### src/rtl/riscv_checkpoint_monitor_if.sv
// Signal bundle between the checkpoint monitor and whatever drives it (core, cache, config host).
// Names are from the monitor's point of view: i_* flow into it, o_* flow out of it.
interface riscv_checkpoint_monitor_if #(
  parameter int DWIDTH = 32,
  parameter int IDX_W  = 5
);
  logic              i_cfg_we;
  logic [IDX_W-1:0]  i_cfg_idx;
  logic [DWIDTH-1:0] i_cfg_ninst;
  logic [DWIDTH-1:0] i_cfg_ans;
  logic [DWIDTH-1:0] i_cfg_mask;
  logic              i_cfg_valid;
  logic              i_start;
  logic [DWIDTH-1:0] i_num_inst;
  logic [DWIDTH-1:0] i_output_port;
  logic              i_halt;
  logic              i_hit_pulse;
  logic              i_miss_pulse;
  logic [1:0]        o_state;
  logic              o_done;
  logic [1:0]        o_fail_code;
  logic              o_fail_to;
  logic [IDX_W-1:0]  o_fail_idx;
  logic [DWIDTH-1:0] o_fail_val;
  logic [IDX_W-1:0]  o_pass_cnt;
  logic [DWIDTH-1:0] o_cycle_cnt;
  logic [DWIDTH-1:0] o_hit_cnt;
  logic [DWIDTH-1:0] o_miss_cnt;

  modport master (
    output i_cfg_we, i_cfg_idx, i_cfg_ninst, i_cfg_ans, i_cfg_mask, i_cfg_valid,
           i_start, i_num_inst, i_output_port, i_halt, i_hit_pulse, i_miss_pulse,
    input  o_state, o_done, o_fail_code, o_fail_to, o_fail_idx, o_fail_val,
           o_pass_cnt, o_cycle_cnt, o_hit_cnt, o_miss_cnt
  );

  modport slave (
    input  i_cfg_we, i_cfg_idx, i_cfg_ninst, i_cfg_ans, i_cfg_mask, i_cfg_valid,
           i_start, i_num_inst, i_output_port, i_halt, i_hit_pulse, i_miss_pulse,
    output o_state, o_done, o_fail_code, o_fail_to, o_fail_idx, o_fail_val,
           o_pass_cnt, o_cycle_cnt, o_hit_cnt, o_miss_cnt
  );
endinterface

### src/rtl/riscv_checkpoint_monitor.sv
// Programmable checkpoint checker: walks a table of (instruction count, expected output) pairs
// in order against the running core and reports PASS/FAIL with cause, plus cycle/cache counters.
module riscv_checkpoint_monitor #(
  parameter int NUM_TEST = 22,
  parameter int DWIDTH   = 32,
  parameter int IDX_W    = 5,
  parameter int TIMEOUT  = 1000000
) (
  input  logic                     i_clk,
  input  logic                     i_rst,
  riscv_checkpoint_monitor_if.slave bus
);

  typedef enum logic [1:0] {
    S_IDLE = 2'd0,
    S_RUN  = 2'd1,
    S_PASS = 2'd2,
    S_FAIL = 2'd3
  } state_t;

  localparam logic [1:0]        FC_NONE     = 2'd0;
  localparam logic [1:0]        FC_MISMATCH = 2'd1;
  localparam logic [1:0]        FC_SKIPPED  = 2'd2;
  localparam logic [1:0]        FC_INCOMPL  = 2'd3;
  localparam logic [IDX_W-1:0]  NT_IDX      = IDX_W'(NUM_TEST);
  localparam bit                TO_EN       = (TIMEOUT != 0);
  localparam logic [DWIDTH-1:0] TO_LAST     = DWIDTH'(TIMEOUT - 1);

  function automatic logic [DWIDTH-1:0] sat_inc(input logic [DWIDTH-1:0] v, input logic en);
    return (en && (v != {DWIDTH{1'b1}})) ? v + DWIDTH'(1) : v;
  endfunction

  function automatic logic [IDX_W-1:0] sat_inc_idx(input logic [IDX_W-1:0] v);
    return (v != {IDX_W{1'b1}}) ? v + IDX_W'(1) : v;
  endfunction

  state_t            r_state, w_state_nxt;
  logic [IDX_W-1:0]  r_ptr, w_ptr_nxt;
  logic [IDX_W-1:0]  r_pass_cnt, w_pass_nxt;
  logic [DWIDTH-1:0] r_cycle_cnt, w_cyc_nxt;
  logic [DWIDTH-1:0] r_hit_cnt, w_hit_nxt;
  logic [DWIDTH-1:0] r_miss_cnt, w_miss_nxt;
  logic [1:0]        r_fail_code, w_code_nxt;
  logic              r_fail_to, w_to_nxt;
  logic [IDX_W-1:0]  r_fail_idx, w_fidx_nxt;
  logic [DWIDTH-1:0] r_fail_val, w_fval_nxt;
  logic              r_done;

  logic [NUM_TEST-1:0] r_valid;
  logic [DWIDTH-1:0]   r_ninst [NUM_TEST];
  logic [DWIDTH-1:0]   r_ans   [NUM_TEST];
  logic [DWIDTH-1:0]   r_mask  [NUM_TEST];

  logic              w_cfg_ok;
  logic              w_in_range;
  logic              w_cur_valid;
  logic [DWIDTH-1:0] w_cur_ninst;
  logic              w_cur_match;
  logic              w_later_valid;
  logic              w_pending;
  logic              w_eval_fail;

  assign w_cfg_ok   = bus.i_cfg_we && (r_state != S_RUN) && (bus.i_cfg_idx < NT_IDX);
  assign w_in_range = (r_ptr < NT_IDX);

  // Valid bits reset with the block so a reset always leaves an empty table.
  always_ff @(posedge i_clk or posedge i_rst) begin
    if (i_rst) begin
      r_valid <= {NUM_TEST{1'b0}};
    end else begin
      for (int i = 0; i < NUM_TEST; i++) begin
        if (w_cfg_ok && (bus.i_cfg_idx == IDX_W'(i))) begin
          r_valid[i] <= bus.i_cfg_valid;
        end
      end
    end
  end

  // Entry payload is qualified by r_valid, so it needs no reset.
  always_ff @(posedge i_clk) begin
    for (int i = 0; i < NUM_TEST; i++) begin
      if (w_cfg_ok && (bus.i_cfg_idx == IDX_W'(i))) begin
        r_ninst[i] <= bus.i_cfg_ninst;
        r_ans[i]   <= bus.i_cfg_ans;
        r_mask[i]  <= bus.i_cfg_mask;
      end
    end
  end

  // Select the entry under the pointer and look for any valid entry beyond it.
  always_comb begin
    w_cur_valid   = 1'b0;
    w_cur_ninst   = {DWIDTH{1'b0}};
    w_cur_match   = 1'b0;
    w_later_valid = 1'b0;
    for (int i = 0; i < NUM_TEST; i++) begin
      if (r_ptr == IDX_W'(i)) begin
        w_cur_valid = r_valid[i];
        w_cur_ninst = r_ninst[i];
        w_cur_match = ((bus.i_output_port & r_mask[i]) == (r_ans[i] & r_mask[i]));
      end else if ((IDX_W'(i) > r_ptr) && r_valid[i]) begin
        w_later_valid = 1'b1;
      end else begin
        w_later_valid = w_later_valid;
      end
    end
  end

  // An entry still outstanding after this cycle's evaluation makes HALT an incomplete run.
  assign w_pending = (w_in_range && w_cur_valid &&
                      !((bus.i_num_inst == w_cur_ninst) && w_cur_match)) || w_later_valid;

  // Next-state and next-value logic for the run controller.
  always_comb begin
    w_state_nxt = r_state;
    w_ptr_nxt   = r_ptr;
    w_pass_nxt  = r_pass_cnt;
    w_cyc_nxt   = r_cycle_cnt;
    w_hit_nxt   = r_hit_cnt;
    w_miss_nxt  = r_miss_cnt;
    w_code_nxt  = r_fail_code;
    w_to_nxt    = r_fail_to;
    w_fidx_nxt  = r_fail_idx;
    w_fval_nxt  = r_fail_val;
    w_eval_fail = 1'b0;
    case (r_state)
      S_RUN: begin
        w_cyc_nxt  = sat_inc(r_cycle_cnt, 1'b1);
        w_hit_nxt  = sat_inc(r_hit_cnt, bus.i_hit_pulse);
        w_miss_nxt = sat_inc(r_miss_cnt, bus.i_miss_pulse);
        if (!w_in_range) begin
          w_ptr_nxt = r_ptr;
        end else if (!w_cur_valid) begin
          w_ptr_nxt = r_ptr + IDX_W'(1);
        end else if (bus.i_num_inst == w_cur_ninst) begin
          if (w_cur_match) begin
            w_pass_nxt = sat_inc_idx(r_pass_cnt);
            w_ptr_nxt  = r_ptr + IDX_W'(1);
          end else begin
            w_eval_fail = 1'b1;
            w_code_nxt  = FC_MISMATCH;
          end
        end else if (bus.i_num_inst > w_cur_ninst) begin
          w_eval_fail = 1'b1;
          w_code_nxt  = FC_SKIPPED;
        end else begin
          w_ptr_nxt = r_ptr;
        end
        // Priority: entry failure, then HALT, then timeout.
        if (w_eval_fail) begin
          w_state_nxt = S_FAIL;
          w_to_nxt    = 1'b0;
          w_fidx_nxt  = r_ptr;
          w_fval_nxt  = bus.i_output_port;
        end else if (bus.i_halt) begin
          if (w_pending) begin
            w_state_nxt = S_FAIL;
            w_code_nxt  = FC_INCOMPL;
            w_to_nxt    = 1'b0;
            w_fidx_nxt  = r_ptr;
            w_fval_nxt  = bus.i_output_port;
          end else begin
            w_state_nxt = S_PASS;
          end
        end else if (TO_EN && (r_cycle_cnt == TO_LAST)) begin
          w_state_nxt = S_FAIL;
          w_code_nxt  = FC_INCOMPL;
          w_to_nxt    = 1'b1;
          w_fidx_nxt  = r_ptr;
          w_fval_nxt  = bus.i_output_port;
        end else begin
          w_state_nxt = S_RUN;
        end
      end
      default: begin
        w_state_nxt = r_state;
      end
    endcase
    if (bus.i_start) begin
      w_state_nxt = S_RUN;
      w_ptr_nxt   = {IDX_W{1'b0}};
      w_pass_nxt  = {IDX_W{1'b0}};
      w_cyc_nxt   = {DWIDTH{1'b0}};
      w_hit_nxt   = {DWIDTH{1'b0}};
      w_miss_nxt  = {DWIDTH{1'b0}};
      w_code_nxt  = FC_NONE;
      w_to_nxt    = 1'b0;
      w_fidx_nxt  = {IDX_W{1'b0}};
      w_fval_nxt  = {DWIDTH{1'b0}};
    end else begin
      w_ptr_nxt = w_ptr_nxt;
    end
  end

  // State and result registers.
  always_ff @(posedge i_clk or posedge i_rst) begin
    if (i_rst) begin
      r_state     <= S_IDLE;
      r_done      <= 1'b0;
      r_ptr       <= {IDX_W{1'b0}};
      r_pass_cnt  <= {IDX_W{1'b0}};
      r_cycle_cnt <= {DWIDTH{1'b0}};
      r_hit_cnt   <= {DWIDTH{1'b0}};
      r_miss_cnt  <= {DWIDTH{1'b0}};
      r_fail_code <= FC_NONE;
      r_fail_to   <= 1'b0;
      r_fail_idx  <= {IDX_W{1'b0}};
      r_fail_val  <= {DWIDTH{1'b0}};
    end else begin
      r_state     <= w_state_nxt;
      r_done      <= (w_state_nxt == S_PASS) || (w_state_nxt == S_FAIL);
      r_ptr       <= w_ptr_nxt;
      r_pass_cnt  <= w_pass_nxt;
      r_cycle_cnt <= w_cyc_nxt;
      r_hit_cnt   <= w_hit_nxt;
      r_miss_cnt  <= w_miss_nxt;
      r_fail_code <= w_code_nxt;
      r_fail_to   <= w_to_nxt;
      r_fail_idx  <= w_fidx_nxt;
      r_fail_val  <= w_fval_nxt;
    end
  end

  assign bus.o_state     = r_state;
  assign bus.o_done      = r_done;
  assign bus.o_fail_code = r_fail_code;
  assign bus.o_fail_to   = r_fail_to;
  assign bus.o_fail_idx  = r_fail_idx;
  assign bus.o_fail_val  = r_fail_val;
  assign bus.o_pass_cnt  = r_pass_cnt;
  assign bus.o_cycle_cnt = r_cycle_cnt;
  assign bus.o_hit_cnt   = r_hit_cnt;
  assign bus.o_miss_cnt  = r_miss_cnt;

endmodule

### src/flat_wrapper.sv
// flat-port wrapper written by rule: the top's interface ports become plain ports
module riscv_checkpoint_monitor_flat 
#(
  parameter int NUM_TEST = 22,
  parameter int DWIDTH   = 32,
  parameter int IDX_W    = 5,
  parameter int TIMEOUT  = 1000000
)
  (i_clk, i_rst, bus_i_cfg_we, bus_i_cfg_idx, bus_i_cfg_ninst, bus_i_cfg_ans, bus_i_cfg_mask, bus_i_cfg_valid, bus_i_start, bus_i_num_inst, bus_i_output_port, bus_i_halt, bus_i_hit_pulse, bus_i_miss_pulse, bus_o_state, bus_o_done, bus_o_fail_code, bus_o_fail_to, bus_o_fail_idx, bus_o_fail_val, bus_o_pass_cnt, bus_o_cycle_cnt, bus_o_hit_cnt, bus_o_miss_cnt);
  riscv_checkpoint_monitor_if #(.DWIDTH(DWIDTH), .IDX_W(IDX_W)) bus_i ();
  input  logic i_clk;
  input  logic i_rst;
  input wire logic [$bits(bus_i.i_cfg_we)-1:0] bus_i_cfg_we;
  input wire logic [$bits(bus_i.i_cfg_idx)-1:0] bus_i_cfg_idx;
  input wire logic [$bits(bus_i.i_cfg_ninst)-1:0] bus_i_cfg_ninst;
  input wire logic [$bits(bus_i.i_cfg_ans)-1:0] bus_i_cfg_ans;
  input wire logic [$bits(bus_i.i_cfg_mask)-1:0] bus_i_cfg_mask;
  input wire logic [$bits(bus_i.i_cfg_valid)-1:0] bus_i_cfg_valid;
  input wire logic [$bits(bus_i.i_start)-1:0] bus_i_start;
  input wire logic [$bits(bus_i.i_num_inst)-1:0] bus_i_num_inst;
  input wire logic [$bits(bus_i.i_output_port)-1:0] bus_i_output_port;
  input wire logic [$bits(bus_i.i_halt)-1:0] bus_i_halt;
  input wire logic [$bits(bus_i.i_hit_pulse)-1:0] bus_i_hit_pulse;
  input wire logic [$bits(bus_i.i_miss_pulse)-1:0] bus_i_miss_pulse;
  output wire logic [$bits(bus_i.o_state)-1:0] bus_o_state;
  output wire logic [$bits(bus_i.o_done)-1:0] bus_o_done;
  output wire logic [$bits(bus_i.o_fail_code)-1:0] bus_o_fail_code;
  output wire logic [$bits(bus_i.o_fail_to)-1:0] bus_o_fail_to;
  output wire logic [$bits(bus_i.o_fail_idx)-1:0] bus_o_fail_idx;
  output wire logic [$bits(bus_i.o_fail_val)-1:0] bus_o_fail_val;
  output wire logic [$bits(bus_i.o_pass_cnt)-1:0] bus_o_pass_cnt;
  output wire logic [$bits(bus_i.o_cycle_cnt)-1:0] bus_o_cycle_cnt;
  output wire logic [$bits(bus_i.o_hit_cnt)-1:0] bus_o_hit_cnt;
  output wire logic [$bits(bus_i.o_miss_cnt)-1:0] bus_o_miss_cnt;
  assign bus_i.i_cfg_we = bus_i_cfg_we;
  assign bus_i.i_cfg_idx = bus_i_cfg_idx;
  assign bus_i.i_cfg_ninst = bus_i_cfg_ninst;
  assign bus_i.i_cfg_ans = bus_i_cfg_ans;
  assign bus_i.i_cfg_mask = bus_i_cfg_mask;
  assign bus_i.i_cfg_valid = bus_i_cfg_valid;
  assign bus_i.i_start = bus_i_start;
  assign bus_i.i_num_inst = bus_i_num_inst;
  assign bus_i.i_output_port = bus_i_output_port;
  assign bus_i.i_halt = bus_i_halt;
  assign bus_i.i_hit_pulse = bus_i_hit_pulse;
  assign bus_i.i_miss_pulse = bus_i_miss_pulse;
  assign bus_o_state = bus_i.o_state;
  assign bus_o_done = bus_i.o_done;
  assign bus_o_fail_code = bus_i.o_fail_code;
  assign bus_o_fail_to = bus_i.o_fail_to;
  assign bus_o_fail_idx = bus_i.o_fail_idx;
  assign bus_o_fail_val = bus_i.o_fail_val;
  assign bus_o_pass_cnt = bus_i.o_pass_cnt;
  assign bus_o_cycle_cnt = bus_i.o_cycle_cnt;
  assign bus_o_hit_cnt = bus_i.o_hit_cnt;
  assign bus_o_miss_cnt = bus_i.o_miss_cnt;
  riscv_checkpoint_monitor #(.NUM_TEST(NUM_TEST), .DWIDTH(DWIDTH), .IDX_W(IDX_W), .TIMEOUT(TIMEOUT)) u_core (.i_clk(i_clk), .i_rst(i_rst), .bus(bus_i));
endmodule
### config.mk
export PLATFORM = sky130hd
export DESIGN_NAME = riscv_checkpoint_monitor_flat
export DESIGN_NICKNAME = d
export VERILOG_FILES = /design/src/rtl/riscv_checkpoint_monitor_if.sv /design/src/rtl/riscv_checkpoint_monitor.sv /design/src/flat_wrapper.sv
export SDC_FILE = /design/constraint.sdc
export NUM_CORES = 2
export LEC_CHECK = 0
export BUFFER_PORTS_ARGS = -buffer_cell sky130_fd_sc_hd__clkbuf_2
export CAP_MARGIN = 20
export CORE_MARGIN = 5
export CORE_UTILIZATION = 50
export CTS_CLUSTER_DIAMETER = 80
export DETAILED_ROUTE_END_ITERATION = 12
export GPL_ROUTABILITY_DRIVEN = 0
export HOLD_SLACK_MARGIN = 0.1
export PLACE_DENSITY_LB_ADDON = 0.25
export REMOVE_ABC_BUFFERS = 1
export SYNTH_ARGS = -nofsm -noshare
export SYNTH_HDL_FRONTEND = slang
export SYNTH_SLANG_ARGS = --single-unit
### constraint.sdc
create_clock -name i_clk -period 11 [get_ports i_clk]
set_input_delay 2.75 -clock i_clk [delete_from_list [all_inputs] [get_ports i_clk]]
set_output_delay 2.75 -clock i_clk [all_outputs]
set_load 0.02 [all_outputs]
==> results by group <==
Synth
  • EDFF count, synth: 2,112
  • Synth Register Bits: roughly 2,300
  • Most frequent cell after synthesis: edfxtp_1
  • Yosys synthesis warning count: 0
  • Synth async-reset ratio: under 10%
  • Post-Syn Area per Cell: 16.2 um2
  • Syn Std Cell Area: ~89,000 um2
  • Top-area cell type share of the netlist area: a little under three quarters
  • Main flop type after synthesis: edfxtp_1
  • Largest cells by area after synthesis: edfxtp_1 71%, xor2_1 7.5%, dfrtp_1 4.8%
  • Sequential-to-total area share from yosys stat: roughly 76%
  • Distinct cells, synth: 74
  • Mapped Cells: approximately 5,500
  • Synth area leader: edfxtp_1
  • Commonest cells post-synth: 2,112 x edfxtp_1, 766 x xor2_1, 323 x nor2_1

Worst setup path
  • Setup crit start kind: flop
  • Data arrival, critical path: between 8 and 9 ns
  • Top delay family on crit path: compound AO/OA/AOI/OAI gates
  • Largest stage delay, worst path: 0.74 ns
  • Worst setup path class: reg -> reg
  • R2R Path End: u_core.bus.o_fail_val[21]
  • Crit end category: flop
  • Bufs and invs on worst path: 3
  • Worst Path Required: between 10 and 15 ns
  • Slowest-stage cell, CP: dfrtp_1
  • R2r setup slk: around 3.5 ns
  • Crit path max fanout: 34
  • Reg2reg start: u_core.r_ptr[0]
  • Reg2Reg Depth: 29

Drt
  • ANT nets after route: 0
  • Top sig layer: met5
  • 1st-iter DRT viols: 7,853
  • Vias: 53,500
  • # DRC: 0
  • Routed wire length: about 280,000 um
  • TritonRoute pass-1 iters: 8
  • Met3 wire length: around 33,000 um
  • Wl on met1: between 100,000 and 150,000 um
  • Routed vias/inst: 6.33
  • DR WL/cell: 33.0 um
  • WL met2: 130,000 um

Floorplan
  • Die Y: 432 um
  • Cell row count: 154
  • Core Footprint: 177,000 um2
  • Die footprint: roughly 190,000 um2
  • Starting density of the core: about half
  • Horiz. Die Dim: 432 um
  • IO Pins: around 320

Cells and area
  • Fraction of layout cells with a size suffix above 1: between 10% and 20%
  • # nets final: 6,130
  • Fin area: ~100,000 um2
  • Fillers: 13,500
  • Layout area overhead: 13.2%

STA
  • Slew @ Worst Pin: between 1 and 1.5 ns
  • Clock Skews: 0.0680 ns
  • Final period utilization: around two thirds
  • Final setup vio count: 0
  • Tmin final: between 7 and 8 ns
  • Min Hold Slack: about 0.52 ns
  • Max Fclk: about 0.13 GHz
  • Slew Viols, Final: 0
  • Final hold violations: 0
  • Headroom to the max-slew limit: roughly an eighth
  • RSZ-0062 raised after global routing: false

Clocking
  • Clock Path Buffers: 3
  • Worst skew pair latency: 0.89 ns
  • CTS Buf Count: about 230
  • Cell chosen for the clock root: clkbuf_16
  • CTS tree: done
  • Clock transition at path regs: approximately 0.06 ns
  • Gates resized, CTS repair: 0
  • Cts hold-fix bufs: 0
  • Post-CTS Setup Repair Bufs: 0
  • H-tree level count: 4
  • Clk sinks: roughly 2,300

Flow run
  • Maxcap violations: 0

Pwr
  • Register share of total power: 50.1%
  • Leakage power total: 34.8 nW
  • Net switching power: roughly 4.8 mW
  • PwrDens: 190 nW/um2
  • Clock share of power: 38.1%
  • Cell-internal power: roughly 14 mW
  • Switching share of power: around a quarter
  • Combinational share of power: about an eighth
  • Peak VDD IR: ~0.00016 V

Global routing
  • Final global-route overflow total: 0
  • Initial antenna violation count: 25
  • First-pass GRT wire length: 387,000 um
  • Largest net degree at the start of global routing: between 100 and 150
  • Via count of the first global-routing pass: between 50,000 and 60,000
  • Total GRT Usage: around 29%

Worst hold path
  • Min-Delay Path Depth: 2
  • Hold_sp: u_core.bus.o_fail_val[6]
  • Worst min path class: reg -> reg
  • Worst hold endpoint: u_core.bus.o_fail_val[6]

Place
  • Placement Cell Area: about 94,000 um2
  • Post-DP HPWL: between 150,000 and 200,000 um
  • Port-buffer cells: 316

Run status
  • Status: finished, final reports clean
==> layout by cell type, fill, tap and decap left out, types with 109 or more instances in the layout <==
cell type / count
nand3_1: 117
dfrtp_1: 171
buf_4: 140
nor3_1: 109
nor2_1: 302
clkbuf_16: 226
edfxtp_1: 2112
clkbuf_2: 315
xor2_1: 766
a21oi_1: 150
a22oi_1: 294
nand2_1: 258
==> worst register-to-register path, delay by kind of cell, from the launching register on <==
family / cells / cell delay (ns)
flops: 1 / 0.74
mux: 1 / 0.29
buf+inv: 3 / 0.86
compound gates: 16 / 3.82
fa+ha+maj: 2 / 0.78
simple gates: 7 / 0.90
==> routing by layer <==
| layer | vias up | GRT usage [%] |
|---|---|---|
| li1 | 22100 | - |
| met1 | 27200 | 40.2 |
| met2 | 3653 | 46.5 |
| met3 | 574 | 6.60 |
| met4 | 6 | 11.1 |
| met5 | - | 0 |
==> worst max-delay path by stage <==
stage                               start                         to  slack [ns]  depth (start not counted)
floorplan                bus_i_cfg_idx[3]         u_core.r_valid[18]       -0.20                          4
global placement    bus_i_output_port[26]  u_core.bus.o_fail_val[27]        3.29                         14
detailed placement  bus_i_output_port[26]  u_core.bus.o_fail_val[21]        3.20                         14
CTS                       u_core.r_ptr[0]  u_core.bus.o_fail_val[21]        3.61                         25
global route              u_core.r_ptr[0]  u_core.bus.o_fail_val[23]        3.10                         27
finish                    u_core.r_ptr[0]  u_core.bus.o_fail_val[21]        3.47                         29
==> power by group through the flow <==
stage	clock network, mW	logic (mW)	registers, mW
finish	7.32	2.25	9.62
detailed placement	0	2.22	9.80
global route	7.77	2.40	9.63
global placement	0	2.19	9.80
floorplan	0	1.16	9.84
CTS	7.38	2.23	9.62
==> per-stage QoR <==
stage / TNS (ns) / total power, mW / worst slack (ns) / std cells / util [%]
after floorplan: -4.65 / 11.0 / -0.198 / 5229 / -
after global placement: 0 / 12.0 / 3.29 / 8025 / 53.0
after detailed placement: 0 / 12.0 / 3.20 / 8028 / 53.1
after CTS: 0 / 19.2 / 3.61 / 8437 / 57.0
after global routing: 0 / 19.8 / 3.10 / 8440 / 57.0
final: 0 / 19.2 / 3.47 / 8445 / 57.0
==> sequential cells by signal, indices dropped and copies added, names as in the netlist <==
signal / cells
u_core.bus.o_done: 1
u_core.bus.o_pass_cnt: 5
u_core.bus.o_miss_cnt: 32
u_core.r_ninst: 704
u_core.bus.o_fail_val: 32
u_core.bus.o_fail_to: 1
u_core.bus.o_fail_code: 2
u_core.bus.o_state: 2
u_core.bus.o_hit_cnt: 32
u_core.r_valid: 22
u_core.bus.o_cycle_cnt: 32
u_core.r_mask: 704
u_core.bus.o_fail_idx: 5
u_core.r_ptr: 5
u_core.r_ans: 704
==> kinds of logic after synthesis <==
logic type	synth area share, %
muxes	0.727
adders and majority gates	0.562
DFF	76.1
and+or+nand+nor	6.05
AOI/OAI and AO/OA	7.41
buffers and inverters	1.46
xor gates and xnor gates	7.73
==> area by class of cell <==
cell class                      count  area [um2]  area share, %
Antenna cell                        6        15.0         0.0149
Clock buffer                      284        5880           5.84
Clock inverter                    125        1090           1.08
Inverter                           16        68.8         0.0683
Multi-Input combinational cell   2930       20300           20.2
Sequential cell                  2283       67700           67.2
Tap cell                         2340        2930           2.91
Timing Repair Buffer              461        2760           2.73
(Power assumes the default switching activity.)
